$ cat config.mk
export PLATFORM = sky130hd
export DESIGN_NAME = bcd_countdown_timer
export DESIGN_NICKNAME = d
export VERILOG_FILES = /design/src/rtl/bcd_timer_pkg.sv /design/src/rtl/bcd_digit_down.sv /design/src/rtl/bcd_countdown_timer.sv
export SDC_FILE = /design/constraint.sdc
export NUM_CORES = 1
export LEC_CHECK = 0
export ABC_AREA = 1
export ABC_CLOCK_PERIOD_IN_PS = 3100
export BUFFER_PORTS_ARGS = -buffer_cell sky130_fd_sc_hd__buf_2
export CORE_MARGIN = 4
export CORE_UTILIZATION = 52
export CTS_CLUSTER_DIAMETER = 100
export DETAILED_ROUTE_END_ITERATION = 7
export PLACE_DENSITY = 0.81
export RECOVER_POWER = 50
export SYNTH_ARGS = -nofsm -noshare
export SYNTH_HDL_FRONTEND = slang
export SYNTH_SLANG_ARGS = --single-unit
$ cat constraint.sdc
create_clock -name clk -period 3.1 [get_ports clk]
set_input_delay 0.62 -clock clk [delete_from_list [all_inputs] [get_ports clk]]
set_output_delay 0.62 -clock clk [all_outputs]
set_load 0.05 [all_outputs]
$ cat src/rtl/bcd_timer_pkg.sv
// ============================================================================
// Module      : bcd_timer_pkg
// Description : Shared types and helpers for the BCD countdown timer.
// Revision    : 1.0 - initial release
// ============================================================================
`default_nettype none

package bcd_timer_pkg;

    typedef enum logic [1:0] {
        IDLE    = 2'd0,
        RUN     = 2'd1,
        PAUSED  = 2'd2,
        EXPIRED = 2'd3
    } timer_state_t;

    localparam logic [3:0] BCD_MAX = 4'd9;

    function automatic logic is_bcd_digit(input logic [3:0] value);
        return (value <= BCD_MAX);
    endfunction

endpackage

`default_nettype wire

$ cat src/rtl/bcd_digit_down.sv
// ============================================================================
// Module      : bcd_digit_down
// Description : One BCD digit of a cascadable down-counter with borrow chain.
// Revision    : 1.0 - initial release
// ============================================================================
`default_nettype none

module bcd_digit_down
    import bcd_timer_pkg::*;
(
    input  logic       clk,
    input  logic       reset,
    input  logic       load,
    input  logic [3:0] load_digit,
    input  logic       dec_en,
    input  logic       borrow_in,
    output logic [3:0] digit,
    output logic       borrow_out
);

    logic [3:0] r_digit;

    always_ff @(posedge clk or posedge reset) begin
        if (reset) begin
            r_digit <= 4'd0;
        end else if (load) begin
            r_digit <= load_digit;
        end else if (dec_en && borrow_in) begin
            r_digit <= (r_digit == 4'd0) ? BCD_MAX : (r_digit - 4'd1);
        end
    end

    assign digit      = r_digit;
    assign borrow_out = (r_digit == 4'd0) && borrow_in;

endmodule

`default_nettype wire

$ cat src/rtl/bcd_countdown_timer.sv
// ============================================================================
// Module      : bcd_countdown_timer
// Description : Loadable BCD down-counter with start/stop and expiry pulse.
// Revision    : 1.0 - initial release
// ============================================================================
`default_nettype none

module bcd_countdown_timer
    import bcd_timer_pkg::*;
#(
    parameter int DIGITS = 2
) (
    input  logic                  clk,
    input  logic                  reset,
    input  logic                  load,
    input  logic [4*DIGITS-1:0]   load_val,
    input  logic                  start,
    input  logic                  stop,
    input  logic                  tick,
    output logic [4*DIGITS-1:0]   count,
    output logic                  busy,
    output logic                  done,
    output logic                  load_err
);

    localparam logic [4*DIGITS-1:0] C_ONE = (4*DIGITS)'(1);

    timer_state_t r_state;
    timer_state_t w_state_next;
    logic         r_busy;
    logic         r_done;
    logic         r_load_err;
    logic         w_done_next;
    logic         w_err_next;
    logic         w_load_ok;
    logic         w_dec;
    logic         w_valid;
    logic         w_is_one;
    logic [DIGITS:0] w_borrow;

    // Digit 0 always borrows; the end of the chain is therefore "count == 0".
    assign w_borrow[0] = 1'b1;

    generate
        for (genvar i = 0; i < DIGITS; i++) begin : g_digit
            bcd_digit_down u_digit (
                .clk        (clk),
                .reset      (reset),
                .load       (w_load_ok),
                .load_digit (load_val[4*i +: 4]),
                .dec_en     (w_dec),
                .borrow_in  (w_borrow[i]),
                .digit      (count[4*i +: 4]),
                .borrow_out (w_borrow[i+1])
            );
        end
    endgenerate

    always_comb begin
        w_valid = 1'b1;
        for (int i = 0; i < DIGITS; i++) begin
            if (!is_bcd_digit(load_val[4*i +: 4])) begin
                w_valid = 1'b0;
            end
        end
    end

    assign w_load_ok = load && w_valid;
    assign w_is_one  = (count == C_ONE);

    always_comb begin
        w_state_next = r_state;
        w_done_next  = 1'b0;
        w_err_next   = 1'b0;
        w_dec        = 1'b0;
        if (load) begin
            if (w_valid) begin
                w_state_next = IDLE;
            end else begin
                w_err_next = 1'b1;
            end
        end else if (stop) begin
            if (r_state == RUN) begin
                w_state_next = PAUSED;
            end
        end else if (start) begin
            case (r_state)
                IDLE: begin
                    if (w_borrow[DIGITS]) begin
                        w_state_next = EXPIRED;
                        w_done_next  = 1'b1;
                    end else begin
                        w_state_next = RUN;
                    end
                end
                PAUSED:  w_state_next = RUN;
                default: w_state_next = r_state;
            endcase
        end else if (tick && (r_state == RUN)) begin
            w_dec = 1'b1;
            if (w_is_one) begin
                w_state_next = EXPIRED;
                w_done_next  = 1'b1;
            end
        end
    end

    always_ff @(posedge clk or posedge reset) begin
        if (reset) begin
            r_state    <= IDLE;
            r_busy     <= 1'b0;
            r_done     <= 1'b0;
            r_load_err <= 1'b0;
        end else begin
            r_state    <= w_state_next;
            r_busy     <= (w_state_next == RUN);
            r_done     <= w_done_next;
            r_load_err <= w_err_next;
        end
    end

    assign busy     = r_busy;
    assign done     = r_done;
    assign load_err = r_load_err;

endmodule

`default_nettype wire

==> impl_metrics.toml <==
[global_routing]
grt_pass1_vias = 682
grt_first_pass_wirelength_mm = 2.77
grt_max_degree = 14
grtUsageTotal_pct = 17.8
antenna_found_initial = 0
overflow = 0

[power]
vdd_drop_max_mv = 0.433
total_power_w = 0.000662
power.density_nw_per_um2 = 693
p_leak_nw = 0.553

[yosys]
synthXorXnorAreaFrac_pct = 1.10
yosysWarnings = 0
yosysMostFrequentCell = "nand2_1"
yosys.area.top_type = "dfrtp_1"
syn-instance-count = 109
yosys-top-cells-count = "nand2_1 (34), dfrtp_1 (13), inv_1 (11), nor2_1 (9), o21ai_0 (8)"
synthAdderAreaFrac_pct = 0
synth_top_family_by_area = "simple AND/OR/NAND/NOR gates"
synthTopCellsByArea = "dfrtp_1 (41%), nand2_1 (16%), nand2_4 (5.7%), inv_1 (5.2%), o21ai_0 (5.0%)"
synth_edf_count = 0
synth_seq_cells = 13
synth_nets = 123
syn_area_um2 = 797
netlist-cell-type-count = 21
yosysSeqAreaShare_pct = 40.8
synth_top_area_share_pct = 40.8
postSynth.asyncResetShare_pct = 100
syn_avg_cell_area_um2 = 7.31
yosys.area_share.simple_pct = 35.2
synth_compound_area_share_pct = 14.6
synth-main-ff-cell = "dfrtp_1"
muxShareOfSynthArea_pct = 0

[sta]
finalSetupViolCount = 0
timing_hold_violations_final = 0
maxSlewHeadroom_pct = 66.9
period_share_pct = 53.4
fin_setup_tns_ps = 0
period_needed_ps = 1660
clock-skew-final_ps = 5.17
rsz0062_at_grt = "no"
drv_slew = 0
finalWorstSetupSlack_ps = 1440
max_freq_ghz = 0.604
worst_pin_slew_ps = 496

[placed_design]
dp_worst_setup_slack_ps = 1440
portBuffers = 24
dp_cells = 148
dp_hpwl_mm = 1.43
dpl-instance-area_um2 = 936
place_congestion = 0.871

[drt]
vias = 780
drt_pass1_iterations = 4
dr.first_iter.drc_count = 11
wl_per_cell_um = 11.6
drt_wl_total_mm = 1.76
ant_nets = 0
drc = 0
viasPerCell = 5.13

[setup_path]
cp_cell_sequence = "buf_2"
endpoint_kind = "output pin"
critPathBufInv = 1
timing.rr.start = "g_digit[1].u_digit.digit[0]"
cpPeakStageDelay_ps = 460
critical_path_class = "reg -> out"
cp-start-kind = "flop"
cp.required_ps = 2480
cp_slowest_cell = "dfrtp_1"
worstPathArrival_ps = 1040
path_max_fanout = 6
startpoint = "g_digit[1].u_digit.digit[3]"
cp_top_family = "flip-flops"

[final_layout]
register_area_um2 = 325
fin_area_um2 = 955
fin_nets = 152
multi_input_area_um2 = 398
final.fill_count = 129
stdcell_count = 152
drive_gt1_share_pct = 31.4
synthToLayoutAreaGrowth_pct = 19.8
n_antenna_cell = 0

[clock_network]
postCtsSetupBuffers = 0
insertion_delay_ps = 270
cts_resized = 0
cts_buffers = 3
hold_buffers = 0
htreeDepth = 1
path_clk_slew_ps = 80
cts_root_buf = "clkbuf_4"
clk_path_buf_depth = 2
cts_sinks = 13
cts_tree = "yes"

[floorplan]
die-area_um2 = 2220
rows = 13
dieHeight_um = 47.2
io_pins = 25
start_util_pct = 58.3
die_w_um = 47.2
core-area_um2 = 1370

[min_path]
hold_path.class = "in -> async"

[outcome]
status = "complete, no violations"

[flow_run]
drv_cap = 0
## registers in the layout, summed over array words and instances, names as in the netlist
name and cells:
g_digit.u_digit.digit 8, r_state 2, load_err 1, busy 1, done 1
## per-stage QoR
step | hold slack [ps] | util, %
5_1_grt | 394 | 69.9
3_3_place_gp | 514 | 68.5
6_report | 354 | 69.9
2_1_floorplan | 497 | -
4_1_cts | 372 | 70.4
3_5_place_dp | 510 | 68.5
## layout by cell type (no fill, tap or decap), drive strengths merged
cell type and n:
a22oi 1, o21ai 13, a31oi 1, nand2 41, dfrtp 13, nor3 2, o22ai 1, buf 24
clkbuf 4, xor2 1, o211ai 1, a21oi 4, nand3 1, nor2 13, inv 17
## layout make-up
cell class	instances	area share [%]
Inverter	17	6.95
Multi-Input combinational cell	79	41.7
Tap cell	15	1.97
Sequential cell	13	34.1
Clock buffer	4	2.75
Timing Repair Buffer	24	12.6
## power by group
part	internal (W)	switching, W	total, W
Clock	0.0000498	0.0000535	0.000103
Sequential	0.000205	0.0000386	0.000244
Combinational	0.0000816	0.000233	0.000315
Total	0.000337	0.000325	0.000662
## kinds of logic after synthesis
group                  count (synthesis)
flip-flops                            13
AO/OA/AOI/OAI                         21
buffers and inverters                 17
XOR/XNOR                               1
AND/OR/NAND/NOR                       57
## path summary, 6_finish.rpt
| check | cells after the start | endpoint | slack, ps |
|---|---|---|---|
| worst max-delay path | 1 | count[7] | 1440 |
| worst max register to register | 8 | busy | 1790 |
| min in group clk | 2 | g_digit[1].u_digit.digit[1] | 530 |
| worst min-delay path | 2 | g_digit[1].u_digit.digit[2] | 350 |
| worst min register to register | 2 | g_digit[1].u_digit.digit[1] | 530 |
| max in group asynchronous | 2 | g_digit[0].u_digit.digit[0] | 2410 |
## layer usage
layer | wire length [um] | track usage, % | part of all wire (%)
met1 | 779 | 23.0 | 44
met2 | 864 | 29.8 | 49
met3 | 104 | 3.83 | 5.9
met4 | 12 | 4.97 | 0.68
met5 | 0 | 0 | 0
No activity file was read; power rests on OpenSTA's default activity.
